--- src/rtl/fetch_sequencer_if.sv ---
// rtl/fetch_sequencer_if.sv - debug, jump, instruction-memory and issue signals of the fetch sequencer
interface fetch_sequencer_if #(
    parameter int COUNT_WIDTH = 16
);
    logic                   run;
    logic                   halt_request;
    logic                   step;
    logic                   bp_enable;
    logic [7:0]             bp_address;
    logic                   jump_valid;
    logic [7:0]             jump_target;
    logic [7:0]             mem_address;
    logic [31:0]            mem_instruction;
    logic [31:0]            instr;
    logic                   instr_valid;
    logic [7:0]             instr_pc;
    logic                   halted;
    logic                   at_breakpoint;
    logic [COUNT_WIDTH-1:0] retired_count;

    modport master (
        input  run, halt_request, step, bp_enable, bp_address,
        input  jump_valid, jump_target, mem_instruction,
        output mem_address, instr, instr_valid, instr_pc,
        output halted, at_breakpoint, retired_count
    );

    modport slave (
        output run, halt_request, step, bp_enable, bp_address,
        output jump_valid, jump_target, mem_instruction,
        input  mem_address, instr, instr_valid, instr_pc,
        input  halted, at_breakpoint, retired_count
    );
endinterface

--- src/rtl/fetch_sequencer.sv ---
// rtl/fetch_sequencer.sv - program counter, issue register and debug halt/step/breakpoint control
module fetch_sequencer #(
    parameter logic [7:0] RESET_PC     = 8'd0,
    parameter bit         START_HALTED = 1'b0,
    parameter int         COUNT_WIDTH  = 16
) (
    input  logic               clock,
    input  logic               reset,
    fetch_sequencer_if.master  bus
);
    typedef enum logic [1:0] {
        S_HALT  = 2'd0,
        S_RUN   = 2'd1,
        S_BREAK = 2'd2
    } state_t;

    state_t                 state;
    state_t                 state_next;
    logic [7:0]             pc;
    logic [31:0]            instr_q;
    logic                   instr_valid_q;
    logic [7:0]             instr_pc_q;
    logic [COUNT_WIDTH-1:0] count_q;
    logic                   armed;

    logic                   take_jump;
    logic                   bp_hit;
    logic                   issue;
    logic                   halted_o;
    logic                   at_bp_o;

    // A jump is only real when the instruction carrying it is live.
    assign take_jump = bus.jump_valid && instr_valid_q;
    assign bp_hit    = bus.bp_enable && (pc == bus.bp_address) && armed;

    always_ff @(posedge clock) begin
        if (reset) begin
            state <= START_HALTED ? S_HALT : S_RUN;
        end else begin
            state <= state_next;
        end
    end

    always_comb begin
        state_next = state;
        case (state)
            S_RUN: begin
                if (bus.halt_request) begin
                    state_next = S_HALT;
                end else if (!take_jump && bp_hit) begin
                    state_next = S_BREAK;
                end
            end
            S_HALT, S_BREAK: begin
                // A step in the same cycle as run wins; the run is dropped.
                if (!bus.step && bus.run && !bus.halt_request) begin
                    state_next = S_RUN;
                end
            end
            default: state_next = S_HALT;
        endcase
    end

    always_comb begin
        issue    = 1'b0;
        halted_o = 1'b1;
        at_bp_o  = 1'b0;
        case (state)
            S_RUN: begin
                halted_o = 1'b0;
                issue    = !take_jump && !bus.halt_request && !bp_hit;
            end
            S_BREAK: begin
                at_bp_o = 1'b1;
                issue   = bus.step && !take_jump;
            end
            default: begin
                issue = bus.step && !take_jump;
            end
        endcase
    end

    always_ff @(posedge clock) begin
        if (reset) begin
            pc            <= RESET_PC;
            instr_q       <= 32'd0;
            instr_valid_q <= 1'b0;
            instr_pc_q    <= 8'd0;
            count_q       <= '0;
            armed         <= 1'b0;
        end else begin
            instr_valid_q <= issue;
            if (take_jump) begin
                pc <= bus.jump_target;
            end else if (issue) begin
                pc <= pc + 8'd1;
            end
            if (issue) begin
                instr_q    <= bus.mem_instruction;
                instr_pc_q <= pc;
                if (count_q != {COUNT_WIDTH{1'b1}}) begin
                    count_q <= count_q + COUNT_WIDTH'(1);
                end
            end
            // Armed only by a RUN issue, so resuming skips the trap once.
            if (state != S_RUN) begin
                armed <= 1'b0;
            end else if (issue) begin
                armed <= 1'b1;
            end
        end
    end

    assign bus.mem_address   = pc;
    assign bus.instr         = instr_q;
    assign bus.instr_valid   = instr_valid_q;
    assign bus.instr_pc      = instr_pc_q;
    assign bus.halted        = halted_o;
    assign bus.at_breakpoint = at_bp_o;
    assign bus.retired_count = count_q;
endmodule

--- src/flat_wrapper.sv ---
// flat-port wrapper written by rule: the top's interface ports become plain ports
module fetch_sequencer_flat 
#(
    parameter logic [7:0] RESET_PC     = 8'd0,
    parameter bit         START_HALTED = 1'b0,
    parameter int         COUNT_WIDTH  = 16
)
  (clock, reset, bus_run, bus_halt_request, bus_step, bus_bp_enable, bus_bp_address, bus_jump_valid, bus_jump_target, bus_mem_instruction, bus_mem_address, bus_instr, bus_instr_valid, bus_instr_pc, bus_halted, bus_at_breakpoint, bus_retired_count);
  fetch_sequencer_if #(.COUNT_WIDTH(COUNT_WIDTH)) bus_i ();
  input  logic clock;
  input  logic reset;
  input wire logic [$bits(bus_i.run)-1:0] bus_run;
  input wire logic [$bits(bus_i.halt_request)-1:0] bus_halt_request;
  input wire logic [$bits(bus_i.step)-1:0] bus_step;
  input wire logic [$bits(bus_i.bp_enable)-1:0] bus_bp_enable;
  input wire logic [$bits(bus_i.bp_address)-1:0] bus_bp_address;
  input wire logic [$bits(bus_i.jump_valid)-1:0] bus_jump_valid;
  input wire logic [$bits(bus_i.jump_target)-1:0] bus_jump_target;
  input wire logic [$bits(bus_i.mem_instruction)-1:0] bus_mem_instruction;
  output wire logic [$bits(bus_i.mem_address)-1:0] bus_mem_address;
  output wire logic [$bits(bus_i.instr)-1:0] bus_instr;
  output wire logic [$bits(bus_i.instr_valid)-1:0] bus_instr_valid;
  output wire logic [$bits(bus_i.instr_pc)-1:0] bus_instr_pc;
  output wire logic [$bits(bus_i.halted)-1:0] bus_halted;
  output wire logic [$bits(bus_i.at_breakpoint)-1:0] bus_at_breakpoint;
  output wire logic [$bits(bus_i.retired_count)-1:0] bus_retired_count;
  assign bus_i.run = bus_run;
  assign bus_i.halt_request = bus_halt_request;
  assign bus_i.step = bus_step;
  assign bus_i.bp_enable = bus_bp_enable;
  assign bus_i.bp_address = bus_bp_address;
  assign bus_i.jump_valid = bus_jump_valid;
  assign bus_i.jump_target = bus_jump_target;
  assign bus_i.mem_instruction = bus_mem_instruction;
  assign bus_mem_address = bus_i.mem_address;
  assign bus_instr = bus_i.instr;
  assign bus_instr_valid = bus_i.instr_valid;
  assign bus_instr_pc = bus_i.instr_pc;
  assign bus_halted = bus_i.halted;
  assign bus_at_breakpoint = bus_i.at_breakpoint;
  assign bus_retired_count = bus_i.retired_count;
  fetch_sequencer #(.RESET_PC(RESET_PC), .START_HALTED(START_HALTED), .COUNT_WIDTH(COUNT_WIDTH)) u_core (.clock(clock), .reset(reset), .bus(bus_i));
endmodule
--- config.mk ---
export PLATFORM = sky130hd
export DESIGN_NAME = fetch_sequencer_flat
export DESIGN_NICKNAME = d
export VERILOG_FILES = /design/src/rtl/fetch_sequencer_if.sv /design/src/rtl/fetch_sequencer.sv /design/src/flat_wrapper.sv
export SDC_FILE = /design/constraint.sdc
export NUM_CORES = 1
export LEC_CHECK = 0
export ABC_CLOCK_PERIOD_IN_PS = 1950
export BUFFER_PORTS_ARGS = -buffer_cell sky130_fd_sc_hd__buf_4
export CAP_MARGIN = 20
export CORE_UTILIZATION = 44
export CTS_CLUSTER_DIAMETER = 60
export CTS_CLUSTER_SIZE = 10
export DETAILED_ROUTE_END_ITERATION = 10
export HOLD_SLACK_MARGIN = 0.12
export PLACE_DENSITY_LB_ADDON = 0.15
export SLEW_MARGIN = 5
export SYNTH_ARGS = -nofsm -noshare
export SYNTH_HDL_FRONTEND = slang
export SYNTH_SLANG_ARGS = --single-unit
--- constraint.sdc ---
create_clock -name clock -period 1.95 [get_ports clock]
set_input_delay 0.0975 -clock clock [delete_from_list [all_inputs] [get_ports clock]]
set_output_delay 0.0975 -clock clock [all_outputs]
set_load 0.005 [all_outputs]
# After elaboration in Yosys (flattened, before gate mapping)
# Index checks and enable logic that the tools add are counted.
[totals] register_bits=68 input_bits=55 out_inout_bits=67 word_cells=44
[classes] n_addsub=2 n_eq_ne=7 muxes=9 reduce_logical=19
[ops] operator="16-bit by 1-bit adder with 16-bit output (second input constant)" count=1
[ops] operator="8-bit two-way mux" count=2
[ops] operator="16-bit inequality test (second input constant)" count=1
[ops] operator="1-bit logical AND" count=9
[ops] operator="8-bit by 1-bit adder with 8-bit output (second input constant)" count=1
[ops] operator="8-bit equality test" count=1
[ops] operator="2-bit two-way mux" count=3
[ops] operator="1-bit zero test" count=4
[ops] operator="2-bit by 1-bit inequality test with 1-bit output (second input constant)" count=2
[ops] operator="2-bit one-hot mux with 2 select lines" count=1
[ops] operator="2-bit AND reduction" count=2
[ops] operator="2-bit OR reduction" count=2
[ops] operator="1-bit two-way mux" count=3
[ops] operator="3-bit by 2-bit inequality test with 1-bit output (second input constant)" count=1
[ops] operator="2-bit by 1-bit equality test with 1-bit output (second input constant)" count=1
[ops] operator="2-bit equality test (second input constant)" count=1
[ops] operator="2-bit zero test" count=1
[ops] operator="2-bit nonzero test" count=1

# Longest topological paths before layout
[logic_depth] depth_word=8 mapped_depth=7 depth_no_buf=6

# Worst setup path after synthesis
# No wires, ideal clock.
[synth_timing] path_kind="register to register" startpoint="reg u_core.pc[0], in the netlist u_core.bus.mem_address[0]" endpoint="reg u_core.count_q[11], in the netlist u_core.bus.retired_count[11]" setup_ps=123 arrival_ps=1729 required_time_ps=1827 setup_slack_ps=97 path_stages_with_launch=7 path_buffers=1 synth_period_minus_slack_ps=1853 path_cell_list="dfxtp_1 -> xor2_1 -> nor4_2 -> a41o_1 -> buf_4 -> nor4_1 -> mux2_1"
[synth_via] elab_chain_cells=7
[synth_lines] element="start, declared" line_no="fetch_sequencer.sv:19" rtl="logic [7:0] pc;"
[synth_lines] element="start signal, assigned" line_no="fetch_sequencer.sv:94" rtl="pc <= bus.jump_target;"
[synth_lines] element="start signal, assigned" line_no="fetch_sequencer.sv:96" rtl="pc <= pc + 8'd1;"
[synth_lines] element="8-bit equality test" line_no="fetch_sequencer.sv:34" rtl="assign bp_hit = bus.bp_enable && (pc == bus.bp_address) && armed;"
[synth_lines] element="1-bit logical AND (2 in a row)" line_no="fetch_sequencer.sv:34"
[synth_lines] element="1-bit zero test" line_no="fetch_sequencer.sv:71" rtl="issue = !take_jump && !bus.halt_request && !bp_hit;"
[synth_lines] element="1-bit logical AND" line_no="fetch_sequencer.sv:71"
[synth_lines] element="1-bit two-way mux"
[synth_lines] element="2-bit AND reduction (no source line)"
[synth_lines] element="end signal, assigned" line_no="fetch_sequencer.sv:102" rtl="count_q <= count_q + COUNT_WIDTH'(1);"
[synth_lines] element="end, declared" line_no="fetch_sequencer.sv:23" rtl="logic [COUNT_WIDTH-1:0] count_q;"
# Every way passes these cells.
# A chain may end at the register's enable or synchronous reset.

# Worst setup path in the final report
[layout_timing] startpoint="reg u_core.pc[4], in the netlist u_core.bus.mem_address[4]" endpoint="reg u_core.pc[4], in the netlist u_core.bus.mem_address[4]"
[layout_via] elab_chain_cells=7 word_cells_on_any_way=10 cone_classes="add/sub (1); eq/ne (1); mux (3); reduce/logical (5)"
[layout_lines] element="parallel branches: the longest is 7 deep, another holds 8-bit by 1-bit adder with 8-bit output"
# Several ways; the timed one is not identified. The select of a mux whose other input is x is not followed.

==> impl_metrics.py <==
metrics = {
    "clock_network": {
        "clk_pin_slew_worst_paths_ps": 80,
        "h-tree-depth": 3,
        "root_buffer": "clkbuf_8",
        "clock_latency_ps": 350,
        "cts_tree": "done",
        "clock_sinks": 68,
        "clockBufferDepth": 2,
        "numCtsBuffers": 9,
    },
    "drt": {
        "drt_pass1_iterations": 7,
        "wl_mm": 10.8,
        "ant_nets": 0,
        "wl_per_cell_um": 16.2,
        "num_vias": 3760,
        "viasPerCell": 5.62,
        "drt_iter0_drc": 257,
        "drc": 0,
    },
    "floorplan": {
        "row_count": 30,
        "initial_core_util_pct": 46.1,
        "die_x_um": 86.8,
        "ioPinCount": 122,
        "core_area_um2": 6870,
        "die_area_um2": 7540,
        "dieHeight_um": 86.8,
    },
    "cells_and_area": {
        "most-common-layout-cells": "155 x buf_4, 65 x dfxtp_1, 48 x a21oi_1",
        "syn2layout_area_growth_pct": 65.0,
        "drive_above_1_share_pct": 35.8,
        "layout_commonest_cell": "buf_4",
        "multiInputGateArea_um2": 1800,
        "antenna_cells": 0,
        "post-route-util_pct": 76.1,
        "nNetsFinal": 625,
        "fillers": 511,
        "final-seq-area_um2": 1370,
    },
    "placed_design": {
        "port_buffers": 121,
        "place_congestion": 0.807,
        "place_ws_ps": -75.5,
        "dp_hpwl_mm": 6.28,
    },
    "power_and_ir_drop": {
        "power.total_mw": 3.70,
        "powerDensity_nw_per_um2": 708,
        "ir_worst_vdd_mv": 0.517,
        "cellLeakagePower_nw": 2.15,
    },
    "outcome": {
        "violations": "negative setup slack",
        "status": "finished, violations left",
    },
    "timing": {
        "hold_viol": 0,
        "finalMaxSlewViolations": 0,
        "setup_viol": 4,
        "fin_crit_sh_pct": 104,
        "grt_setup_unrepaired": "yes",
        "relSlewSlack_pct": 54.3,
        "fmax_mhz": 494,
        "fin_ws_ps": -74.5,
        "min_period_ps": 2020,
        "clock_skew_ps": 12.9,
        "worst_slew_pin_slew_ps": 686,
    },
    "global_routing": {
        "grt-ovfl-total": 0,
        "grtUsageTotal_pct": 27.0,
        "gr-usage-met2_pct": 46.4,
        "use_met3_pct": 6.86,
        "grt_max_degree": 60,
        "antenna_found_initial": 0,
        "grt_pass1_vias": 3440,
        "busiest_layer": "met2",
        "grt_pass1_wl_mm": 15.9,
        "gr-usage-met1_pct": 32.1,
    },
    "synthesis": {
        "seq_area_frac_synth_pct": 43.0,
        "ys_seq_elements": 68,
        "synth_warnings": 0,
        "syn_inst": 384,
        "synth_ff_type": "dfxtp_1",
        "synth_edf_count": 0,
        "netlist_area_um2": 3170,
        "avgSynthCellArea_um2": 8.25,
        "yosysUniqueCellTypes": 48,
        "ys_async_sr_fraction_pct": 0,
        "syn-num-nets": 441,
    },
    "min_path": {
        "hp-class": "in -> reg",
    },
    "critical_path": {
        "crit_slowest_cell": "dfxtp_1",
        "crit_family": "compound AO/OA/AOI/OAI gates",
        "worstSetupStartpointType": "register",
        "required_ps": 2210,
        "worstPathArrival_ps": 2290,
        "critPathMaxFanout": 6,
        "critical_path.max_stage_delay_ps": 380,
        "worstPathBufferInverterCount": 2,
        "setup.worst_path.class": "reg -> reg",
        "path_cells": "xor2_1, nor4_4, buf_4, a41oi_4, buf_6, nand4_1, a311oi_2",
        "endpoint_kind": "register",
    },
    "run": {
        "drv_cap": 0,
    },
}
==> flip-flops by register name, indices dropped and copies added, names as in the netlist <==
| register | flops |
|---|---|
| u_core.bus.instr_pc | 8 |
| u_core.bus.retired_count | 16 |
| u_core.bus.instr | 32 |
| u_core.bus.mem_address | 8 |
| u_core.armed | 1 |
| u_core.state | 2 |
| u_core.bus.instr_valid | 1 |
==> area by class of cell <==
class                      instances  share of cell area [%]
timing repair buffer             205                    32.2
multi-input combinational        281                    34.5
clock inverter                     6                    2.15
tap                               96                    2.30
clock buffer                      10                    2.44
inverter                           3                   0.215
sequential                        68                    26.1
==> synthesized netlist by cell type, types with 3 or more instances <==
library cell / number / share of area (%)
dfxtp_1: 68 / 43
a21oi_1: 49 / 7.7
nand3_1: 48 / 7.6
o21ai_0: 45 / 7.1
nor2_1: 23 / 2.7
clkbuf_1: 21 / 2.5
nand2_1: 13 / 1.5
nor4_1: 9 / 1.8
buf_2: 8 / 1.3
a211oi_1: 7 / 1.7
nor2b_1: 7 / 1.4
nor3_1: 7 / 1.1
o31ai_1: 7 / 1.7
or4_1: 7 / 1.7
xor2_1: 7 / 1.9
mux2_1: 6 / 2.1
nand4_1: 4 / 0.79
and2_1: 3 / 0.59
and3_1: 3 / 0.59
and4_1: 3 / 0.83
inv_1: 3 / 0.36
nand2b_1: 3 / 0.59
or3_1: 3 / 0.59
==> what timing repair did <==
action	CTS	global route
hold buffers	43	0
gates cloned	0	1
resized for setup	5	26
pin swaps	1	10
endpoints found under the setup margin	29	61
setup buffers	1	7
hold endpoints to repair	43	0
==> per-stage QoR <==
step | TNS, ps | hold slack (ps) | area (µm²) | std cells
global route | -1330 | 260 | 5230 | 669
CTS | 0 | 222 | 5020 | 661
global placement | -21.2 | 362 | 4310 | 601
floorplan | 0 | 245 | 3170 | 384
finish | -178 | 258 | 5230 | 669
detailed placement | -955 | 369 | 4310 | 601
==> final timing paths <==
path / cells after the start / startpoint / endpoint / slack [ps]
min reg2reg: 2 / u_core.bus.instr[31] / u_core.bus.instr[31] / 480
max reg2reg: 7 / u_core.bus.mem_address[4] / u_core.bus.mem_address[4] / -70
max: 7 / u_core.bus.mem_address[4] / u_core.bus.mem_address[4] / -70
min: 2 / reset / u_core.state[1] / 260
==> routing by layer <==
layer | part of all wire [%] | wire length, µm
met5 | 0 | 0
met4 | 2.7 | 289
met3 | 6.2 | 673
met2 | 49 | 5270
met1 | 42 | 4600
==> logic make-up after synthesis <==
kind of cell	synth area share [%]
compound gates	22.4
flops	43.0
fa+ha+maj	0.790
simple gates	23.7
xor+xnor	2.49
mux	2.45
buf+inv	5.18
==> power breakdown <==
| part | total [mW] | internal, mW | switching, mW |
|---|---|---|---|
| Clock | 1.42 | 0.852 | 0.572 |
| Combinational | 0.761 | 0.400 | 0.361 |
| Sequential | 1.51 | 1.47 | 0.0479 |
(Power assumes the default switching activity.)
